==> src/rtl/cpu_ctrl_pkg.sv <==
// cpu_ctrl_pkg: shared constants for the control sequencer.
//   - state encodings (IDLE=0000, T0..T5=0001..0110, HALT=1111)
//   - 5-bit opcode constants and IR field bit positions
//   - one-hot ALU op bit indices and the decoder result struct
package cpu_ctrl_pkg;

  typedef enum logic [3:0] {
    ST_IDLE = 4'b0000,
    ST_T0   = 4'b0001,
    ST_T1   = 4'b0010,
    ST_T2   = 4'b0011,
    ST_T3   = 4'b0100,
    ST_T4   = 4'b0101,
    ST_T5   = 4'b0110,
    ST_HALT = 4'b1111
  } state_t;

  localparam logic [4:0] OPC_NOT  = 5'b00011;
  localparam logic [4:0] OPC_ADD  = 5'b00100;
  localparam logic [4:0] OPC_SUB  = 5'b00101;
  localparam logic [4:0] OPC_AND  = 5'b00110;
  localparam logic [4:0] OPC_OR   = 5'b00111;
  localparam logic [4:0] OPC_NEG  = 5'b01000;
  localparam logic [4:0] OPC_HALT = 5'b11011;

  // IR fields: opcode, then Ra/Rb/Rc register selects
  localparam int OPC_MSB = 31;
  localparam int OPC_LSB = 27;
  localparam int RA_MSB  = 26;
  localparam int RA_LSB  = 23;
  localparam int RB_MSB  = 22;
  localparam int RB_LSB  = 19;
  localparam int RC_MSB  = 18;
  localparam int RC_LSB  = 15;

  // bit positions inside the one-hot op vector
  localparam int OP_ADD = 5;
  localparam int OP_SUB = 4;
  localparam int OP_AND = 3;
  localparam int OP_OR  = 2;
  localparam int OP_NEG = 1;
  localparam int OP_NOT = 0;

  typedef struct packed {
    logic [5:0] op;
    logic       is_unary;
    logic       is_halt;
    logic       is_illegal;
  } dec_t;

endpackage

==> src/rtl/control_sequencer_if.sv <==
// control_sequencer_if: bundle of sequencer inputs and control outputs.
//   master: drives Start/IR/MemRdy, observes strobes and status
//   slave : the sequencer side
interface control_sequencer_if;
  logic        Start;
  logic [31:0] IR;
  logic        MemRdy;
  logic PCout, Zlowout, MDRout, MARin, Zin, PCin, MDRin, IRin, Yin, IncPC, Read;
  logic Gra, Grb, Grc, Rin, Rout;
  logic ADD, SUB, AND, OR, NEG, NOT;
  logic       Run;
  logic       Illegal;
  logic [3:0] State;

  modport master (
    output Start, IR, MemRdy,
    input  PCout, Zlowout, MDRout, MARin, Zin, PCin, MDRin, IRin, Yin, IncPC, Read,
    input  Gra, Grb, Grc, Rin, Rout, ADD, SUB, AND, OR, NEG, NOT,
    input  Run, Illegal, State
  );

  modport slave (
    input  Start, IR, MemRdy,
    output PCout, Zlowout, MDRout, MARin, Zin, PCin, MDRin, IRin, Yin, IncPC, Read,
    output Gra, Grb, Grc, Rin, Rout, ADD, SUB, AND, OR, NEG, NOT,
    output Run, Illegal, State
  );
endinterface

==> src/rtl/control_sequencer_decode.sv <==
// opcode_decode: combinational opcode classifier.
//   opcode in 5  : IR[31:27] as captured by the sequencer
//   dec    out   : {one-hot ALU op, is_unary, is_halt, is_illegal}
module opcode_decode
  import cpu_ctrl_pkg::*;
(
  input  logic [4:0] opcode,
  output dec_t       dec
);
  always_comb begin
    dec = '0;
    case (opcode)
      OPC_ADD:  dec.op[OP_ADD] = 1'b1;
      OPC_SUB:  dec.op[OP_SUB] = 1'b1;
      OPC_AND:  dec.op[OP_AND] = 1'b1;
      OPC_OR:   dec.op[OP_OR]  = 1'b1;
      OPC_NOT:  begin dec.op[OP_NOT] = 1'b1; dec.is_unary = 1'b1; end
      OPC_NEG:  begin dec.op[OP_NEG] = 1'b1; dec.is_unary = 1'b1; end
      OPC_HALT: dec.is_halt = 1'b1;
      default:  dec.is_illegal = 1'b1;
    endcase
  end
endmodule

==> src/rtl/control_sequencer.sv <==
// control_sequencer: Moore control FSM (fetch T0..T2, execute T3..T5).
//   Clock in 1 : rising-edge clock
//   Clear in 1 : synchronous active-high reset, forces IDLE from anywhere
//   bus        : control_sequencer_if.slave (Start/IR/MemRdy in, strobes out)
// Build option CTRL_ILLEGAL_TRAP_EN: undefined opcodes trap to HALT with
// Illegal=1; otherwise they execute as a NOP and Illegal stays 0.
module control_sequencer
  import cpu_ctrl_pkg::*;
(
  input logic Clock,
  input logic Clear,
  control_sequencer_if.slave bus
);
  state_t     state;
  logic [4:0] opcode_q;
  dec_t       dec;

  // only the opcode field steers the sequencer; register selects go to the
  // register file via Gra/Grb/Grc
  logic unused_ir;
  assign unused_ir = ^bus.IR[RA_MSB:0];

  opcode_decode u_dec (.opcode(opcode_q), .dec(dec));

  always_ff @(posedge Clock) begin
    if (Clear) begin
      state    <= ST_IDLE;
      opcode_q <= '0;
    end else begin
      case (state)
        ST_IDLE: if (bus.Start) state <= ST_T0;
        ST_T0:   state <= ST_T1;
        ST_T1:   if (bus.MemRdy) state <= ST_T2;
        ST_T2: begin
          state    <= ST_T3;
          opcode_q <= bus.IR[OPC_MSB:OPC_LSB];
        end
        ST_T3: begin
          if (dec.is_halt)         state <= ST_HALT;
          else if (dec.is_illegal)
`ifdef CTRL_ILLEGAL_TRAP_EN
                                   state <= ST_HALT;
`else
                                   state <= ST_T0;
`endif
          else                     state <= ST_T4;
        end
        ST_T4:   state <= dec.is_unary ? ST_T0 : ST_T5;
        ST_T5:   state <= ST_T0;
        ST_HALT: state <= ST_HALT;
        default: state <= ST_IDLE;
      endcase
    end
  end

  // execute-phase classes of the held opcode
  logic binop, unop;
  assign binop = (|dec.op) & ~dec.is_unary;
  assign unop  = (|dec.op) &  dec.is_unary;

  logic [5:0] op_out;

  always_comb begin
    bus.PCout = 1'b0; bus.Zlowout = 1'b0; bus.MDRout = 1'b0; bus.MARin = 1'b0;
    bus.Zin   = 1'b0; bus.PCin    = 1'b0; bus.MDRin  = 1'b0; bus.IRin  = 1'b0;
    bus.Yin   = 1'b0; bus.IncPC   = 1'b0; bus.Read   = 1'b0;
    bus.Gra   = 1'b0; bus.Grb     = 1'b0; bus.Grc    = 1'b0;
    bus.Rin   = 1'b0; bus.Rout    = 1'b0;
    op_out    = '0;
    case (state)
      ST_T0: begin bus.PCout = 1'b1; bus.MARin = 1'b1; bus.IncPC = 1'b1; bus.Zin = 1'b1; end
      ST_T1: begin bus.Zlowout = 1'b1; bus.PCin = 1'b1; bus.Read = 1'b1; bus.MDRin = 1'b1; end
      ST_T2: begin bus.MDRout = 1'b1; bus.IRin = 1'b1; end
      ST_T3: begin
        if (binop) begin
          bus.Grb = 1'b1; bus.Rout = 1'b1; bus.Yin = 1'b1;
        end else if (unop) begin
          bus.Grb = 1'b1; bus.Rout = 1'b1; bus.Zin = 1'b1; op_out = dec.op;
        end
      end
      ST_T4: begin
        if (binop) begin
          bus.Grc = 1'b1; bus.Rout = 1'b1; bus.Zin = 1'b1; op_out = dec.op;
        end else if (unop) begin
          bus.Zlowout = 1'b1; bus.Gra = 1'b1; bus.Rin = 1'b1;
        end
      end
      ST_T5: begin bus.Zlowout = 1'b1; bus.Gra = 1'b1; bus.Rin = 1'b1; end
      default: ;
    endcase
  end

  assign bus.ADD   = op_out[OP_ADD];
  assign bus.SUB   = op_out[OP_SUB];
  assign bus.AND   = op_out[OP_AND];
  assign bus.OR    = op_out[OP_OR];
  assign bus.NEG   = op_out[OP_NEG];
  assign bus.NOT   = op_out[OP_NOT];
  assign bus.Run   = (state != ST_IDLE) && (state != ST_HALT);
  assign bus.State = state;
`ifdef CTRL_ILLEGAL_TRAP_EN
  // the trapping opcode stays in opcode_q, so HALT plus an illegal code
  // is exactly the sticky trap condition
  assign bus.Illegal = (state == ST_HALT) && dec.is_illegal;
`else
  assign bus.Illegal = 1'b0;
`endif
endmodule

==> src/flat_wrapper.sv <==
// flat-port wrapper written by rule: the top's interface ports become plain ports
module control_sequencer_flat import cpu_ctrl_pkg::*;
  (Clock, Clear, bus_Start, bus_IR, bus_MemRdy, bus_PCout, bus_Zlowout, bus_MDRout, bus_MARin, bus_Zin, bus_PCin, bus_MDRin, bus_IRin, bus_Yin, bus_IncPC, bus_Read, bus_Gra, bus_Grb, bus_Grc, bus_Rin, bus_Rout, bus_ADD, bus_SUB, bus_AND, bus_OR, bus_NEG, bus_NOT, bus_Run, bus_Illegal, bus_State);
  control_sequencer_if bus_i ();
  input logic Clock;
  input logic Clear;
  input wire logic [$bits(bus_i.Start)-1:0] bus_Start;
  input wire logic [$bits(bus_i.IR)-1:0] bus_IR;
  input wire logic [$bits(bus_i.MemRdy)-1:0] bus_MemRdy;
  output wire logic [$bits(bus_i.PCout)-1:0] bus_PCout;
  output wire logic [$bits(bus_i.Zlowout)-1:0] bus_Zlowout;
  output wire logic [$bits(bus_i.MDRout)-1:0] bus_MDRout;
  output wire logic [$bits(bus_i.MARin)-1:0] bus_MARin;
  output wire logic [$bits(bus_i.Zin)-1:0] bus_Zin;
  output wire logic [$bits(bus_i.PCin)-1:0] bus_PCin;
  output wire logic [$bits(bus_i.MDRin)-1:0] bus_MDRin;
  output wire logic [$bits(bus_i.IRin)-1:0] bus_IRin;
  output wire logic [$bits(bus_i.Yin)-1:0] bus_Yin;
  output wire logic [$bits(bus_i.IncPC)-1:0] bus_IncPC;
  output wire logic [$bits(bus_i.Read)-1:0] bus_Read;
  output wire logic [$bits(bus_i.Gra)-1:0] bus_Gra;
  output wire logic [$bits(bus_i.Grb)-1:0] bus_Grb;
  output wire logic [$bits(bus_i.Grc)-1:0] bus_Grc;
  output wire logic [$bits(bus_i.Rin)-1:0] bus_Rin;
  output wire logic [$bits(bus_i.Rout)-1:0] bus_Rout;
  output wire logic [$bits(bus_i.ADD)-1:0] bus_ADD;
  output wire logic [$bits(bus_i.SUB)-1:0] bus_SUB;
  output wire logic [$bits(bus_i.AND)-1:0] bus_AND;
  output wire logic [$bits(bus_i.OR)-1:0] bus_OR;
  output wire logic [$bits(bus_i.NEG)-1:0] bus_NEG;
  output wire logic [$bits(bus_i.NOT)-1:0] bus_NOT;
  output wire logic [$bits(bus_i.Run)-1:0] bus_Run;
  output wire logic [$bits(bus_i.Illegal)-1:0] bus_Illegal;
  output wire logic [$bits(bus_i.State)-1:0] bus_State;
  assign bus_i.Start = bus_Start;
  assign bus_i.IR = bus_IR;
  assign bus_i.MemRdy = bus_MemRdy;
  assign bus_PCout = bus_i.PCout;
  assign bus_Zlowout = bus_i.Zlowout;
  assign bus_MDRout = bus_i.MDRout;
  assign bus_MARin = bus_i.MARin;
  assign bus_Zin = bus_i.Zin;
  assign bus_PCin = bus_i.PCin;
  assign bus_MDRin = bus_i.MDRin;
  assign bus_IRin = bus_i.IRin;
  assign bus_Yin = bus_i.Yin;
  assign bus_IncPC = bus_i.IncPC;
  assign bus_Read = bus_i.Read;
  assign bus_Gra = bus_i.Gra;
  assign bus_Grb = bus_i.Grb;
  assign bus_Grc = bus_i.Grc;
  assign bus_Rin = bus_i.Rin;
  assign bus_Rout = bus_i.Rout;
  assign bus_ADD = bus_i.ADD;
  assign bus_SUB = bus_i.SUB;
  assign bus_AND = bus_i.AND;
  assign bus_OR = bus_i.OR;
  assign bus_NEG = bus_i.NEG;
  assign bus_NOT = bus_i.NOT;
  assign bus_Run = bus_i.Run;
  assign bus_Illegal = bus_i.Illegal;
  assign bus_State = bus_i.State;
  control_sequencer u_core (.Clock(Clock), .Clear(Clear), .bus(bus_i));
endmodule
==> config.mk <==
export PLATFORM = sky130hd
export DESIGN_NAME = control_sequencer_flat
export DESIGN_NICKNAME = d
export VERILOG_FILES = /design/src/rtl/cpu_ctrl_pkg.sv /design/src/rtl/control_sequencer_if.sv /design/src/rtl/control_sequencer_decode.sv /design/src/rtl/control_sequencer.sv /design/src/flat_wrapper.sv
export SDC_FILE = /design/constraint.sdc
export NUM_CORES = 1
export LEC_CHECK = 0
export ABC_AREA = 1
export BUFFER_PORTS_ARGS = -buffer_cell sky130_fd_sc_hd__buf_4
export CAP_MARGIN = 20
export CORE_MARGIN = 5
export CORE_UTILIZATION = 36
export DETAILED_ROUTE_END_ITERATION = 8
export PLACE_DENSITY_LB_ADDON = 0.1
export SYNTH_ARGS = -nofsm -noshare
export SYNTH_HDL_FRONTEND = slang
export SYNTH_SLANG_ARGS = --single-unit
export TNS_END_PERCENT = 5
==> constraint.sdc <==
create_clock -name Clock -period 1.25 [get_ports Clock]
set_clock_uncertainty 0.1 [all_clocks]
set_input_delay 0.1875 -clock Clock [delete_from_list [all_inputs] [get_ports Clock]]
set_output_delay 0.1875 -clock Clock [all_outputs]
set_load 0.02 [all_outputs]
==> results.md, run 1 <==
* Flop and latch count out of synthesis at 9
* Initial antenna violation count at 0
* Failing checks: setup timing
* Num rows at 16
* Crit. End Element: primary output
* Min Clock Period, post-route at 1.71 ns
* Largest family of logic cells by synthesized area: simple AND/OR/NAND/NOR gates
* P_leak at roughly 0.8 nW
* Share of cells above drive strength 1 at between 70% and 80%
* Syn_nets at ~150
* Net count, final at 225
* Critical path type: reg2out
* Die Span Y at 54.5 µm
* Total global routing overflow at 0
* Internal power at approximately 1.2 mW
* Synth top area share at approximately 25%
* Most frequent cells in the layout: buf_4, buf_6, nor2_1
* Number of global-route vias before repair at a little under 1000
* Synth cell types at 22
* Max-cap viol count at 0
* Cell taking the most area after synthesis: dfxtp_1
* I/O pin total at 64
* Vias post-DR at about 1100
* Post-DRT Antenna Nets at 0
* Largest net degree at the start of global routing at 10
* Max Fanout on Critical Path at 3
* Commonest non-fill, non-tap cell in the layout: buf_4
* Inserted Diodes at 0
* Clock sink count at 9
* Routed WL at between 3000 and 4000 µm
* Average wire per standard cell at around 15 µm
* Total CTS buffers at 3
* Crit path required time at 0.96 ns
* Global-route wire length before repair at 4190 µm
* Async set-or-reset flop fraction in the synthesized netlist at 0%
* Simple-gate share of the synthesized area at around 46%
* CTS tree: done
* CTS root buffer: clkbuf_4
* Critical Path AT at 1.42 ns
* Yosys warns at 0
* H-tree depth at 1
* Synth Area in Adders at 0%
* Metal2 WL at roughly 1700 µm
* Vias/cell at 5.00
* Die span in x at 54.5 µm
* Pwr Density at approximately 1300 nW/µm²
* Initial Utilization at a little under two fifths
* Placed insts at 202
* Area delta synth->final at 127%
* Total GRT Usage at roughly a fifth
* Fraction of synthesized cell area in xor and xnor cells at 0%
* Uppermost layer routed: met4
* Type of the worst min-delay path: in2reg
* Clock Path Buffers at 2
* DRT iter0 DRCs at 11
* Clk Latency, worst-skew pair at roughly 0.28 ns
* Clock Power Share at 10.9%
* Clock transition at the registers of the reported paths at 0.07 ns
* Seq pwr share at between 20% and 30%
* Final std cells w/o fill at between 200 and 250
* # port buffers at 35
* Startpoint types: register
* RePlAce Congestion at a little under 0.9
* P_sw at 1.01 mW
* Register area share after synthesis at around 25%
* Maximum vdd drop at approximately 1.1 mV
* First-pass iteration count of the detailed router at 4
* RSZ-0062 raised after global routing: yes
* Fin. Hold Viols at 0
* Top_reg_cell synth: dfxtp_1
* Tcrit/Tclk final at 137%
* HPWL after DPL at slightly below 2000 µm
* Status: complete, but fails checks
* Met3 wire len at 88 µm
* Post-synthesis mux area share at 0%
* Core area at just under 2000 µm²
* Post-Synthesis Cells at ~120
* FMAX at between 0.5 and 0.6 GHz
* Max Slew Vio Count at 0
* Post-synth EDFFs at 0
* Endpoints failing setup at 33
* Met1 wire length at between 1000 and 1500 µm
* DRC viols at 0
* Compound-gate portion of the synthesized area at a little over a tenth
* Synthesized area at just over 700 µm²
* Synth area leaders: dfxtp_1, nor2_1, nand2_1
* Die Area at between 2000 and 3000 µm²
* Switching Share at 46.3%
* Post-synthesis area per instance at ~6.2 µm²
* Post-place setup slack at -0.206 ns
* Core Util, Final at between 80% and 90%
* Post-route worst setup slack at -0.462 ns
* Logic gate share of total power at between 60% and 70%
## flip-flops by register name, summed over array words and instances, names as in the netlist
signal and count:
u_core.bus.State 4, u_core.opcode_q 5
## metal layers
metal	track usage, %	vias to the layer above
met4	6.64	0
li1	-	505
met1	20.8	509
met2	39.0	44
met5	0	-
met3	1.63	17
## power by group through the flow
stage          registers [mW]  logic, mW  clock network, mW
2_1_floorplan           0.481      0.661                  0
3_3_place_gp            0.430       1.21                  0
3_5_place_dp            0.432       1.23                  0
4_1_cts                 0.440       1.38              0.234
5_1_grt                 0.466       1.57              0.265
6_report                0.457       1.49              0.237
## through the flow
step / power, mW / setup TNS [ns] / instance area (µm²) / hold slack [ns]
floorplan: 1.14 / -0.949 / 795 / 0.150
global placement: 1.64 / -2.22 / 1280 / 0.253
detailed placement: 1.66 / -2.62 / 1280 / 0.258
CTS: 2.05 / -7.96 / 1500 / 0.0364
global route: 2.30 / -11.07 / 1620 / 0.0219
finish: 2.18 / -9.18 / 1620 / 0.0309
## critical path: stages, from the launching register on
cell and delay (ns):
dfxtp_2 0.36, buf_6 0.12, inv_4 0.04, nor2_4 0.11
nand3_2 0.10, nor3_2 0.23, buf_4 0.18
## cells by family (layout without fill, tap and decap cells)
family,count (synthesis),count (layout)
compound gates,14,14
buf+inv,26,99
flops,9,9
other cells,1,1
simple gates,65,65
## area by class of cell
class                           count  area [µm²]
Clock buffer                        3        22.5
Multi-Input combinational cell     80         621
Inverter                           19        88.8
Tap cell                           27        33.8
Fill cell                         114         305
Clock inverter                      1        5.00
Timing Repair Buffer               76         637
Sequential cell                     9         209
## repair_timing
| item | CTS | global route |
|---|---|---|
| hold buffers | 1 | 0 |
| setup buffers | 7 | 1 |
| gates resized for setup | 44 | 30 |
| setup endpoints to repair | 31 | 33 |
| hold endpoints to repair | 2 | 0 |
| pin swaps | 19 | 15 |
## synthesized netlist by cell type (2+ instances only)
library cell and count:
nand4_1 3, nor2_2 2, inv_2 4, buf_4 7
dfxtp_1 9, nand3_1 11, nand3b_1 2, nor2_4 3
nand2_1 16, nor2_1 19, inv_1 15, o21ai_0 6
nand2_2 4, a21oi_1 6
## path summary, 6_finish.rpt
kind / cells past startpoint / slack [ns] / from / to
worst max-delay path: 6 / -0.46 / u_core.opcode_q[2] / bus_AND
worst min-delay path: 3 / 0.03 / bus_IR[28] / u_core.opcode_q[1]
worst max register to register: 9 / -0.27 / u_core.opcode_q[2] / u_core.bus.State[1]
worst min register to register: 2 / 0.49 / u_core.opcode_q[0] / u_core.opcode_q[0]
Note: power is estimated with default switching activity, not from simulation.
==> run 2: changes to the inputs <==
--- a/config.mk
+++ b/config.mk
@@ -11,7 +11,7 @@
 export CORE_MARGIN = 5
 export CORE_UTILIZATION = 36
 export DETAILED_ROUTE_END_ITERATION = 8
-export PLACE_DENSITY_LB_ADDON = 0.1
+export PLACE_DENSITY = 0.77
 export SYNTH_ARGS = -nofsm -noshare
 export SYNTH_HDL_FRONTEND = slang
 export SYNTH_SLANG_ARGS = --single-unit
==> run 2 against run 1 <==
  * The flow still finishes with violations (setup timing)
  * Utilization shrank 6.6 points
  * Register-to-register slack gained 0.14 ns
  * Maximum frequency grew 3.4%
  * Critical path depth is the same
  * Non-clock buffer count shrank 6
  * Wire length shrank 17%
  * Hold slack gained 0.0066 ns
  * Total power shrank 6.1%
  * Clock power is essentially flat
==> results.md, run 2 (same netlist as run 1, synthesis figures left out) <==
* CTS tree: done
* Hold slack at 0.0375 ns (+0.00664 ns)
* Total GRT Usage at 18.2% (-1.3 points)
* Type of the worst min-delay path: in2reg
* Post-route worst setup slack at -0.406 ns (+0.0561 ns)
* Clock sink count at 9 (unchanged)
* Largest net degree at the start of global routing at 10 (unchanged)
* Post-DRT Antenna Nets at 0 (unchanged)
* H-tree depth at 1 (unchanged)
* FF-to-FF setup slack at -0.13 ns (+0.14 ns)
* Clock transition at the registers of the reported paths at 0.07 ns (about the same)
* Biggest register: u_core.opcode_q
* Critical path type: reg2out
* Most frequent cells in the layout: buf_4, nor2_1, nand2_1
* Tcrit/Tclk final at 132% (-4.5 points)
* Net count, final at 219 (-2.7%)
* HPWL after DPL at 1930 µm (-0.60%)
* Global-route wire length before repair at 3860 µm (-7.7%)
* Crit. End Element: primary output
* P_leak at 0.738 nW (-6.9%)
* R2R depth at 7 (-2)
* Clk Latency, worst-skew pair at 0.28 ns (about the same)
* Commonest non-fill, non-tap cell in the layout: buf_4
* Status: complete, but fails checks
* Max-cap viol count at 0 (unchanged)
* DRT iter0 DRCs at 12 (+1)
* Inserted Diodes at 0 (unchanged)
* Critical Path AT at 1.37 ns (-0.05 ns)
* FMAX at 0.604 GHz (+3.4%)
* Pwr Density at 1370 nW/µm² (+1.8%)
* First-pass iteration count of the detailed router at 4 (unchanged)
* Hold Path Origin: bus_IR[28]
* Fin. Hold Viols at 0 (unchanged)
* Total global routing overflow at 0 (unchanged)
* # port buffers at 35 (unchanged)
* I/O pin total at 64 (unchanged)
* RSZ-0062 raised after global routing: yes
* RePlAce Congestion at 0.866 (-2.5%)
* RR Startpoint: u_core.opcode_q[0]
* Die span in x at 54.5 µm (unchanged)
* Maximum vdd drop at 0.897 mV (-20%)
* Area delta synth->final at 109%
* Total power at 2.05 mW (-6.1%)
* DRC viols at 0 (unchanged)
* CTS root buffer: clkbuf_4
* Final non-filler cell area at 1490 µm² (-7.8%)
* Max Slew Vio Count at 0 (unchanged)
* Largest register FFs at 5 (unchanged)
* Crit path required time at 0.96 ns (about the same)
* Die Area at 2970 µm² (unchanged)
* Routed WL at 2620 µm (-17%)
* Initial antenna violation count at 0 (unchanged)
* Die Span Y at 54.5 µm (unchanged)
* Startpoint types: register
* Max Fanout on Critical Path at 4 (+1)
* Average wire per standard cell at 12.5 µm (-15%)
* Number of global-route vias before repair at 939 (-5.0%)
* Crit Reg-Reg Endpoint: u_core.bus.State[1]
* TNS Setup at -7.70 ns (+1.49 ns)
* Failing checks: setup timing
* Endpoints failing setup at 27 (-18%)
* Area post-placement at 1260 µm² (-1.2%)
* Core area at 1920 µm² (unchanged)
* Clock Path Buffers at 2 (unchanged)
* Min Clock Period, post-route at 1.66 ns (-0.0561 ns)
* Total CTS buffers at 3 (unchanged)
* Worst hold endpoint: u_core.opcode_q[1]
* Num rows at 16 (unchanged)
* Initial Utilization at 37.1% (unchanged)
* Vias post-DR at 978 (-9.0%)
* Share of cells above drive strength 1 at 70.3% (-5.2 points)
* Worst hold stages at 3 (unchanged)
* Layout fillers at 150 (+32%)
* Vias/cell at 4.68 (-6.4%)
## run 2: cell count changes in the layout (fill, tap and decap cells not counted), sizes merged
cell / change
buf: -6
inv: -1
clkbuf: +1
clkinvlp: +1
clkinv: -1
## run 2: report_power, final
group / switching, mW / leakage (nW) / internal [mW]
logic: 0.726 / 0.644 / 0.637
clock network: 0.114 / 0.0150 / 0.124
registers: 0.0896 / 0.0791 / 0.357
## run 2: layout make-up
| class | count | area (µm²) | area share (%) |
|---|---|---|---|
| timing repair buffer | 70 | 558 | 37.4 |
| tap | 27 | 33.8 | 2.27 |
| inverter | 19 | 87.6 | 5.88 |
| sequential | 9 | 206 | 13.9 |
| clock buffer | 4 | 26.3 | 1.76 |
| multi-input combinational | 80 | 578 | 38.8 |
## run 2: how the worst max path moves through the flow
stage	cells after the start	endpoint	startpoint
floorplan	4	bus_Zlowout	u_core.bus.State[3]
global placement	7	bus_Zlowout	u_core.opcode_q[0]
detailed placement	7	bus_Zlowout	u_core.opcode_q[0]
CTS	6	bus_OR	u_core.opcode_q[2]
global route	6	bus_OR	u_core.bus.State[1]
finish	6	bus_OR	u_core.bus.State[1]
## run 2: layer usage
metal	up-vias	track usage (%)	wire, µm
met1	450	16.4	901
met2	32	38.0	1520
met3	5	1.63	143
li1	491	-	-
met5	-	0	0
met4	0	9.96	57
## run 2: what timing repair did
action                                  in CTS  in global routing
pin swaps                                   12                  4
gates resized for setup                     29                 23
hold buffers                                 1                  0
endpoints found under the setup margin      31                 32
hold endpoints to repair                     2                  0
buffers inserted                             4                  0
## run 2: per-stage QoR
stage               cells  utilization, %  worst slack (ns)
floorplan             115               -            -0.115
global placement      200            65.8            -0.189
detailed placement    200            65.8            -0.222
CTS                   209            73.4            -0.383
global route          209            77.5            -0.471
finish                209            77.5            -0.406
## run 2: worst max-delay path, cell delays in order (launching register included)
cell and delay, ns:
dfxtp_4 0.37, inv_4 0.07, nand2_4 0.05, nor2_4 0.20, nand3_2 0.14, a21oi_4 0.12
buf_4 0.14
==> run 3: changes to the inputs <==
--- a/config.mk
+++ b/config.mk
@@ -5,7 +5,7 @@
 export SDC_FILE = /design/constraint.sdc
 export NUM_CORES = 1
 export LEC_CHECK = 0
-export ABC_AREA = 1
+export ABC_AREA = 0
 export BUFFER_PORTS_ARGS = -buffer_cell sky130_fd_sc_hd__buf_4
 export CAP_MARGIN = 20
 export CORE_MARGIN = 5
==> run 3 against run 2 <==
  * The run still ends with setup timing left
  * Worst setup slack lost 0.38 ns
  * Largest power group unchanged
  * Hold slack gained 0.0039 ns
  * Sequential share of layout area is essentially flat
  * Maximum frequency shrank 19%
  * Synthesized cell count shrank 21%
  * Sequential cell count is the same
  * Sequential power shrank 28%
  * Non-clock buffer count shrank 11
  * First-iteration DRC count grew 83%
  * Critical endpoint is now bus_Rout
  * Critical path type unchanged
  * Count of clock-buffer cells in the layout is the same
  * Via count shrank 7.2%
  * Design area shrank 9.2%
  * Largest cell class unchanged
  * Highest routed layer unchanged
==> results.md, run 3 <==
* Status: complete, but fails checks
* Failing checks: setup timing
* Post-synth EDFFs at 0 (unchanged)
* Vias/cell at 5.44 (+16%)
* Area delta synth->final at 95.3%
* Clk Latency, worst-skew pair at 0.26 ns (-0.02 ns)
* Crit Reg-Reg Endpoint: u_core.bus.State[2]
* Endpoints failing setup at 33 (+22%)
* Synth top area share at 26.0% (+0.73 points)
* RR Startpoint: u_core.opcode_q[3]
* Logic gate share of total power at 46.5% (-20 points)
* Total global routing overflow at 0 (unchanged)
* Yosys warns at 0 (unchanged)
* Seq pwr share at 31.3% (+9.5 points)
* Clock transition at the registers of the reported paths at 0.06 ns (about the same)
* Synth area leaders: dfxtp_1, mux2i_1, buf_4
* Post-place setup slack at -0.586 ns (-0.364 ns)
* Post-DRT Antenna Nets at 0 (unchanged)
* CTS root buffer: clkbuf_4
* Clock Path Buffers at 2 (unchanged)
* R2R depth at 6 (-1)
* Die span in x at 53.9 µm (-1.2%)
* Num rows at 15 (-1)
* Post-Synthesis Cells at 91 (-21%)
* Met1 wire length at 1030 µm (+15%)
* Global-route wire length before repair at 4060 µm (+5.0%)
* Type of the worst min-delay path: in2reg
* Post-route worst setup slack at -0.785 ns (-0.379 ns)
* Max-cap viol count at 0 (unchanged)
* Total GRT Usage at 19.1% (+0.99 points)
* Most frequent cell after synthesis: nor2_1
* Clock Power Share at 22.2% (+11 points)
* Async set-or-reset flop fraction in the synthesized netlist at 0% (unchanged)
* TNS Setup at -14.72 ns (-7.03 ns)
* Share of cells above drive strength 1 at 68.3% (-2.0 points)
* Syn_nets at 127 (-16%)
* CP Launch Point: u_core.opcode_q[3]
* P_sw at 376 µW (-59%)
* Most frequent cells in the layout: buf_4, nor2_1, mux2i_1, buf_6, dfxtp_2
* # port buffers at 35 (unchanged)
* Crit path required time at 0.96 ns (about the same)
* Flop and latch count out of synthesis at 9 (unchanged)
* Number of global-route vias before repair at 863 (-8.1%)
* Biggest register: u_core.opcode_q
* Routed WL at 2700 µm (+3.0%)
* Tcrit/Tclk final at 163% (+30 points)
* Synth cell types at 35 (+59%)
* Maximum vdd drop at 0.578 mV (-36%)
* Clock sink count at 9 (unchanged)
* Critical path type: reg2out
* FMAX at 0.491 GHz (-19%)
* Uppermost layer routed: met4
* Post-synthesis area per instance at 7.62 µm² (+23%)
* Switching Share at 36.5% (-8.9 points)
* Synthesized area at 693 µm² (-2.8%)
* Total power at 1.03 mW (-50%)
* Critical Path AT at 1.75 ns (+0.38 ns)
* Die Area at 2900 µm² (-2.3%)
* Startpoint types: register
* Metal2 WL at 1390 µm (-8.2%)
* First-pass iteration count of the detailed router at 4 (unchanged)
* CTS tree: done
* Placed insts at 159 (-21%)
* Register area share after synthesis at 26.0% (+0.73 points)
* Largest register FFs at 5 (unchanged)
* P_leak at 0.585 nW (-21%)
* Min Clock Period, post-route at 2.04 ns (+0.379 ns)
* Top cells by count, synth: nor2_1, dfxtp_1, buf_4
* Average wire per standard cell at 16.1 µm (+29%)
* DRC viols at 0 (unchanged)
* RePlAce Congestion at 0.831 (-4.1%)
* HPWL after DPL at 1700 µm (-12%)
* Fin. Hold Viols at 0 (unchanged)
* Largest net degree at the start of global routing at 16 (+6)
* Commonest non-fill, non-tap cell in the layout: buf_4
* Pwr Density at 763 nW/µm² (-44%)
* RSZ-0062 raised after global routing: yes
* Internal power at 656 µW (-41%)
* H-tree depth at 1 (unchanged)
* I/O pin total at 64 (unchanged)
* Inserted Diodes at 0 (unchanged)
* Final std cells w/o fill at 167 (-20%)
* Max Fanout on Critical Path at 3 (-1)
* Initial Utilization at 38.9% (+1.8 points)
* Cell taking the most area after synthesis: dfxtp_1
* Total CTS buffers at 3 (unchanged)
* Die Span Y at 53.9 µm (-1.2%)
* Top_reg_cell synth: dfxtp_1
* Core area at 1780 µm² (-7.2%)
* Met3 wire len at 169 µm (+18%)
* DRT iter0 DRCs at 22 (+10)
* FF-to-FF setup slack at -0.62 ns (-0.49 ns)
* Vias post-DR at 908 (-7.2%)
* Crit. End Element: primary output
* Net count, final at 179 (-18%)
* Setup crit end: bus_Rout
* Max Slew Vio Count at 0 (unchanged)
* Initial antenna violation count at 0 (unchanged)
[run 3: changes by cell type after synthesis, sizes merged, moves of 3 or more]
cell / delta
nand2: -15
o21ai: -4
nor2: -11
nor3: +3
mux2i: +6
or3: +4
inv: -18
buf: +4
nand2b: +3
nand3: -10
[run 3: worst min path at each step]
stage,from,endpoint,slack (ns),depth (start not counted)
floorplan,bus_IR[27],u_core.opcode_q[0],0.23,2
global placement,Clear,u_core.bus.State[2],0.32,2
detailed placement,Clear,u_core.bus.State[2],0.31,2
CTS,Clear,u_core.bus.State[2],0.03,2
global route,Clear,u_core.bus.State[2],0.05,2
finish,Clear,u_core.bus.State[2],0.04,2
[run 3: final cells by class]
class,count,area [µm²]
flip-flops and latches,9,188
repair buffers,59,515
inverters,1,3.75
clock buffers,4,26.3
well taps,25,31.3
multi-input cells,69,589
fillers,113,429
[run 3: stage by stage]
stage	utilization, %	hold slack [ns]	area (µm²)
after global placement	64.6	0.316	1150
after global routing	75.9	0.0480	1350
after CTS	70.5	0.0292	1260
after floorplan	-	0.235	776
after detailed placement	64.6	0.311	1150
final	75.9	0.0414	1350
[run 3: critical path, stage by stage, from the launching register on]
cell and delay (ns):
dfxtp_2 0.34, or3b_4 0.41, a211o_1 0.35, o21ai_1 0.12, and2_1 0.15, buf_6 0.12
[run 3: metal layers]
metal  GRT usage, %  vias to the layer above
met1           24.5                      423
met5              0                        -
met3           1.66                       14
li1               -                      423
met4           11.1                        0
met2           31.0                       48
[run 3: logic make-up (layout without fill, tap and decap cells)]
| kind of cell | after synthesis | count (layout) | share of synthesized area, % |
|---|---|---|---|
| flip-flops | 9 | 9 | 26.0 |
| multiplexers | 6 | 6 | 8.66 |
| buffers and inverters | 13 | 64 | 11.7 |
| AND/OR/NAND/NOR | 45 | 45 | 35.2 |
| other | 1 | 1 | 0.541 |
| AO/OA/AOI/OAI | 17 | 17 | 17.9 |
[run 3: what timing repair did]
| item | CTS | global route |
|---|---|---|
| gates resized for setup | 18 | 22 |
| pin swaps | 9 | 7 |
| hold buffers | 0 | 0 |
| setup buffers | 3 | 1 |
| setup endpoints to repair | 34 | 34 |
[run 3: power by group through the flow]
stage / combinational (mW) / sequential [mW] / clock [mW]
6_report: 0.480 / 0.323 / 0.229
4_1_cts: 0.435 / 0.318 / 0.234
2_1_floorplan: 0.240 / 0.338 / 0
3_5_place_dp: 0.395 / 0.320 / 0
3_3_place_gp: 0.390 / 0.319 / 0
5_1_grt: 0.512 / 0.324 / 0.251
